File: src/rtl/rr_mux_sel_scheduler_4ch.sv
// Round-robin select generator for a 4:1 data mux. It grants one requesting
// channel at a time and holds the grant for up to DWELL cycles. Every output
// is registered, and sel_out keeps its value while idle so the mux output
// does not glitch.
module rr_mux_sel_scheduler_4ch #(
  parameter int DWELL = 4,
  parameter int CNT_W = 8
) (
  input  logic       clk_in,
  input  logic       rst_in,
  input  logic       en_in,
  input  logic [3:0] req_in,
  output logic [1:0] sel_out,
  output logic [3:0] grant_out,
  output logic       valid_out
);

  localparam int NUM_CH = 4;
  localparam logic [CNT_W-1:0] CNT_LOAD = CNT_W'(DWELL - 1);

  typedef enum logic {IDLE, GRANT} state_t;

  state_t           state;
  logic [CNT_W-1:0] cnt;
  logic [1:0]       last;

  logic       end_grant;
  logic [1:0] arb_ptr;
  logic       win_vld;
  logic [1:0] win_idx;

  // Scan from ptr+1 upward with wrap. The loop runs from the farthest
  // candidate to the nearest, so the nearest requester is written last and wins.
  function automatic logic [2:0] pick(input logic [3:0] req, input logic [1:0] ptr);
    logic [2:0] res;
    logic [1:0] c;
    res = 3'b000;
    for (int k = NUM_CH; k >= 1; k--) begin
      c = ptr + 2'(k);
      if (req[c]) res = {1'b1, c};
    end
    return res;
  endfunction

  // End-of-grant condition and arbitration. While a grant is active,
  // sel_out is the channel that becomes "last" at this edge.
  always_comb begin
    end_grant          = (cnt == '0) || !req_in[sel_out] || !en_in;
    arb_ptr            = (state == GRANT) ? sel_out : last;
    {win_vld, win_idx} = pick(req_in, arb_ptr);
  end

  // Scheduler FSM with registered outputs.
  always_ff @(posedge clk_in) begin
    if (rst_in) begin
      state     <= IDLE;
      cnt       <= '0;
      last      <= 2'd3;
      sel_out   <= 2'd0;
      grant_out <= 4'b0000;
      valid_out <= 1'b0;
    end else begin
      case (state)
        IDLE: begin
          if (en_in && win_vld) begin
            sel_out   <= win_idx;
            grant_out <= 4'b0001 << win_idx;
            valid_out <= 1'b1;
            cnt       <= CNT_LOAD;
            state     <= GRANT;
          end
        end
        GRANT: begin
          if (!end_grant) begin
            cnt <= cnt - 1'b1;
          end else begin
            last <= sel_out;
            if (en_in && win_vld) begin
              // Back-to-back grant: valid_out stays high, so there is no idle bubble.
              sel_out   <= win_idx;
              grant_out <= 4'b0001 << win_idx;
              cnt       <= CNT_LOAD;
            end else begin
              grant_out <= 4'b0000;
              valid_out <= 1'b0;
              state     <= IDLE;
            end
          end
        end
      endcase
    end
  end

endmodule
File: config.mk
export PLATFORM = sky130hd
export DESIGN_NAME = rr_mux_sel_scheduler_4ch
export DESIGN_NICKNAME = d
export VERILOG_FILES = /design/src/rtl/rr_mux_sel_scheduler_4ch.sv
export SDC_FILE = /design/constraint.sdc
export NUM_CORES = 1
export LEC_CHECK = 0
export BUFFER_PORTS_ARGS = -buffer_cell sky130_fd_sc_hd__buf_4
export CORE_MARGIN = 2
export CORE_UTILIZATION = 28
export CTS_CLUSTER_SIZE = 25
export DETAILED_ROUTE_END_ITERATION = 10
export PLACE_DENSITY = 0.49
export SLEW_MARGIN = 25
export SYNTH_ARGS = -nofsm -noshare
export SYNTH_HDL_FRONTEND = slang
export SYNTH_SLANG_ARGS = --single-unit
File: constraint.sdc
create_clock -name clk_in -period 2.25 [get_ports clk_in]
set_input_delay 0.225 -clock clk_in [delete_from_list [all_inputs] [get_ports clk_in]]
set_output_delay 0.225 -clock clk_in [all_outputs]
set_load 0.01 [all_outputs]
==> flow_results.xml <==
<?xml version="1.0" encoding="UTF-8"?>
<metrics>
  <group name="yosys">
    <metric name="number_of_enable_type_register_cells_in_the_synthesized_netlist" unit="">0</metric>
    <metric name="synth_area_leader_cell" unit="">sky130_fd_sc_hd__dfxtp_1</metric>
    <metric name="syn_nets" unit="">115</metric>
    <metric name="ys_top_cells_by_area" unit="">sky130_fd_sc_hd__dfxtp_1 35%, sky130_fd_sc_hd__nor2_1 4.4%, sky130_fd_sc_hd__nand2_1 3.7%, sky130_fd_sc_hd__a311oi_1 3.4%, sky130_fd_sc_hd__a21oi_1 3.0%</metric>
    <metric name="synth_top_area_share" unit="">0.3542</metric>
    <metric name="post_synth.cell_area_avg" unit="sq um">9.596</metric>
    <metric name="synth.distinct_cells" unit="">42</metric>
    <metric name="synth_async_sr_flop_share" unit="">0</metric>
    <metric name="ys_seq_elements" unit="">18</metric>
    <metric name="synth-seq-area-share" unit="">0.3542</metric>
    <metric name="synthCells" unit="">106</metric>
    <metric name="netlist_area" unit="sq mm">0.001017</metric>
    <metric name="ys.warnings.count" unit="">0</metric>
    <metric name="synth_flop_cell" unit="">sky130_fd_sc_hd__dfxtp_1</metric>
  </group>
  <group name="floorplan">
    <metric name="die_x" unit="microns">64.28</metric>
    <metric name="pin_count" unit="">14</metric>
    <metric name="die_area" unit="sq mm">0.004131</metric>
    <metric name="fp-row-count" unit="">21</metric>
    <metric name="design.core.area" unit="sq mm">0.003416</metric>
    <metric name="initial_utilization" unit="">0.2978</metric>
    <metric name="dieHeight" unit="microns">64.28</metric>
  </group>
  <group name="place">
    <metric name="globalplace.congestion" unit="">0.7511</metric>
    <metric name="dp_hpwl" unit="mm">1.604</metric>
    <metric name="placement.setup.worst_slack" unit="ns">0.3312</metric>
    <metric name="placement.io_buffers" unit="">13</metric>
    <metric name="place.detailed.instances" unit="">164</metric>
    <metric name="dpl-instance-area" unit="sq mm">0.001171</metric>
  </group>
  <group name="cts">
    <metric name="postCtsHoldBufs" unit="">0</metric>
    <metric name="cts.sinks" unit="">18</metric>
    <metric name="clkSlewWorstSetupHoldPaths" unit="ns">0.11</metric>
    <metric name="clock_tree.root_cell" unit="">sky130_fd_sc_hd__clkbuf_4</metric>
    <metric name="cts_htree_levels" unit="">1</metric>
    <metric name="worst_skew_pair.late_latency" unit="ns">0.30</metric>
    <metric name="cts.path.max_buffers" unit="">2</metric>
    <metric name="post_cts_resized" unit="">0</metric>
    <metric name="clock_tree_from_tritoncts" unit="">built</metric>
    <metric name="cts_buffers" unit="">3</metric>
    <metric name="count_of_buffers_added_by_post_cts_timing_repair_for_setup" unit="">0</metric>
  </group>
  <group name="sta">
    <metric name="final.setup.worst_slack" unit="ns">0.3302</metric>
    <metric name="hold_ws" unit="ns">0.2310</metric>
    <metric name="setup_viol" unit="">0</metric>
    <metric name="timing.final.max_slew_violations" unit="">0</metric>
    <metric name="worst_pin_slew" unit="ns">0.5458</metric>
    <metric name="grt_setup_unrepaired" unit="">false</metric>
    <metric name="fin_setup_tns" unit="ns">0</metric>
    <metric name="fin_skew" unit="ns">0.007180</metric>
    <metric name="slew_headroom" unit="">0.6361</metric>
    <metric name="timing.final.crit_period" unit="ns">1.920</metric>
    <metric name="achievable-frequency" unit="MHz">520.9</metric>
    <metric name="hold_fails_final_rpt" unit="">0</metric>
    <metric name="timing.final.crit_share" unit="">0.8532</metric>
  </group>
  <group name="setup_path">
    <metric name="cp_slowest_stage_delay" unit="ns">0.46</metric>
    <metric name="timing.critical_path.required" unit="ns">2.46</metric>
    <metric name="setup.reg_to_reg.worst_slack" unit="ns">0.33</metric>
    <metric name="r2r-end" unit="">sel_out[1]$_SDFFE_PP0P_</metric>
    <metric name="cp.arrival" unit="ns">2.12</metric>
    <metric name="cp-end-kind" unit="">register</metric>
    <metric name="critical_path.cell_chain" unit="">inv_1 &gt; ha_1 &gt; or4b_4 &gt; o2111a_4 &gt; nor2_1 &gt; nor3b_1 &gt; a21o_1</metric>
    <metric name="type_of_origin_of_the_critical_path" unit="">register</metric>
    <metric name="regToRegStartpoint" unit="">cnt[0]$_SDFF_PP0_</metric>
    <metric name="worstSetupPathType" unit="">register to register</metric>
    <metric name="worst_setup_path_endpoint" unit="">sel_out[1]$_SDFFE_PP0P_</metric>
    <metric name="critical_path_peak_fanout" unit="">17</metric>
    <metric name="worst_path_max_delay_cell" unit="">sky130_fd_sc_hd__or4b_4</metric>
    <metric name="timing.reg2reg.worst_path_depth" unit="">7</metric>
    <metric name="critPathLaunch" unit="">cnt[0]$_SDFF_PP0_</metric>
  </group>
  <group name="power_and_ir_drop">
    <metric name="vdd_drop_max" unit="mV">0.4069</metric>
    <metric name="p_leak" unit="nW">0.4693</metric>
    <metric name="power_per_cell_area" unit="mW/mm^2">603.1</metric>
  </group>
  <group name="route">
    <metric name="totalWireLength" unit="mm">2.249</metric>
    <metric name="vias" unit="">833</metric>
    <metric name="ant_nets" unit="">0</metric>
    <metric name="drtPass1Iterations" unit="">4</metric>
    <metric name="route.detailed.drc" unit="">0</metric>
    <metric name="via_per_inst" unit="">4.958</metric>
    <metric name="drt-wirelength-per-cell" unit="microns">13.39</metric>
    <metric name="drt_iter0_drc" unit="">13</metric>
  </group>
  <group name="global_route">
    <metric name="grt_overflow_total" unit="">0</metric>
    <metric name="gr-usage-met2" unit="">0.1797</metric>
    <metric name="track_usage" unit="">0.1143</metric>
    <metric name="first_pass_grt_wire_length" unit="mm">3.705</metric>
    <metric name="grt_start_max_net_pins" unit="">18</metric>
    <metric name="grt_util_met3" unit="">0.03873</metric>
    <metric name="antenna_found_initial" unit="">0</metric>
    <metric name="gr-usage-met1" unit="">0.1519</metric>
    <metric name="grt_pass1_vias" unit="">774</metric>
    <metric name="top_usage_layer" unit="">met2</metric>
  </group>
  <group name="layout">
    <metric name="mostFrequentLayoutCells" unit="">18 x sky130_fd_sc_hd__dfxtp_1, 16 x sky130_fd_sc_hd__buf_4, 12 x sky130_fd_sc_hd__nor2_1</metric>
    <metric name="area_delta_synth_final" unit="%">18.70</metric>
    <metric name="area_of_combinational_cells_with_multiple_inputs" unit="sq um">618.1</metric>
    <metric name="finish.net_count" unit="">132</metric>
    <metric name="register_area" unit="sq um">360.3</metric>
    <metric name="antenna-diode-count" unit="">0</metric>
    <metric name="fin_cells" unit="">168</metric>
    <metric name="drive_above_1_share" unit="">0.2787</metric>
    <metric name="final_common_cell" unit="">sky130_fd_sc_hd__dfxtp_1</metric>
    <metric name="final_area" unit="sq mm">0.001207</metric>
    <metric name="num-fill-cells" unit="">359</metric>
  </group>
  <group name="status">
    <metric name="run_status" unit="">finished, final reports clean</metric>
  </group>
  <group name="min_path">
    <metric name="hold_path_class" unit="">input pin to register</metric>
    <metric name="whs_path_depth" unit="">2</metric>
  </group>
  <group name="run">
    <metric name="max-cap-violations" unit="">0</metric>
  </group>
</metrics>
==> synth_stat cells (2+ instances only) <==
cell type	n
sky130_fd_sc_hd__a311oi_1	4
sky130_fd_sc_hd__nand2b_1	2
sky130_fd_sc_hd__a21oi_1	6
sky130_fd_sc_hd__inv_1	4
sky130_fd_sc_hd__o21ai_1	2
sky130_fd_sc_hd__nor2_1	12
sky130_fd_sc_hd__clkbuf_1	2
sky130_fd_sc_hd__nor3_1	3
sky130_fd_sc_hd__nand3_1	3
sky130_fd_sc_hd__nand3b_1	2
sky130_fd_sc_hd__or3_1	2
sky130_fd_sc_hd__dfxtp_1	18
sky130_fd_sc_hd__a211oi_2	2
sky130_fd_sc_hd__a221oi_2	2
sky130_fd_sc_hd__nor3b_1	2
sky130_fd_sc_hd__o21ai_0	4
sky130_fd_sc_hd__nand2_1	10
sky130_fd_sc_hd__ha_1	2
==> cell type report <==
type                    instances  share of cell area
well taps                      46             0.04767
flip-flops and latches         18              0.2984
repair buffers                 16             0.09948
clock buffers                   4             0.03005
inverters                       4             0.01244
multi-input cells              80              0.5119
==> critical path: cells and delay by family (launching register included) <==
kind                     cells  cell delay (ns)
buffers and inverters        1             0.09
flip-flops                   1             0.37
AND/OR/NAND/NOR              3             0.69
adder cells (fa/ha/maj)      1             0.13
AO/OA/AOI/OAI                2             0.54
==> power by group <==
part / internal, W / total (W) / switching [W] / leakage [nW]
registers: 0.000338 / 0.000354 / 0.0000167 / 0.148
logic: 0.0000786 / 0.000172 / 0.0000933 / 0.301
clock network: 0.0000987 / 0.000202 / 0.000103 / 0.0210
total: 0.000515 / 0.000728 / 0.000213 / 0.469
==> layer usage <==
metal | vias to the layer above | share of wire
li1 | 435 | -
met1 | 386 | 0.50
met2 | 10 | 0.46
met3 | 2 | 0.031
met4 | 0 | 0.0044
met5 | - | 0
==> state kept, by name, summed over array words and instances (netlist names) <==
signal	count
state	1
cnt	8
valid_out	1
last	2
grant_out	4
sel_out	2
==> how the worst min path moves through the flow <==
| stage | from | to | slack (ns) |
|---|---|---|---|
| floorplan | en_in | cnt[1]$_SDFF_PP0_ | 0.42 |
| global placement | grant_out[1]$_SDFFE_PP0P_ | grant_out[1]$_SDFFE_PP0P_ | 0.46 |
| detailed placement | grant_out[1]$_SDFFE_PP0P_ | grant_out[1]$_SDFFE_PP0P_ | 0.45 |
| CTS | rst_in | cnt[0]$_SDFF_PP0_ | 0.22 |
| global route | rst_in | cnt[0]$_SDFF_PP0_ | 0.21 |
| finish | rst_in | cnt[0]$_SDFF_PP0_ | 0.23 |
==> kinds of logic (layout without fill, tap and decap cells) <==
logic type / after synthesis / count (layout) / share of synthesized area
AO/OA/AOI/OAI: 33 / 33 / 0.2915
flip-flops: 18 / 18 / 0.3542
multiplexers: 4 / 4 / 0.06888
buffers and inverters: 8 / 24 / 0.03812
adder cells (fa/ha/maj): 2 / 2 / 0.02460
AND/OR/NAND/NOR: 41 / 41 / 0.2226
==> through the flow <==
| step | power (W) | utilization |
|---|---|---|
| after global placement | 0.0005320 | 0.3429 |
| final | 0.0007282 | 0.3535 |
| after floorplan | 0.0004741 | - |
| after CTS | 0.0007374 | 0.3535 |
| after global routing | 0.0007734 | 0.3535 |
| after detailed placement | 0.0005346 | 0.3429 |
No activity file was read; power rests on OpenSTA's default activity.
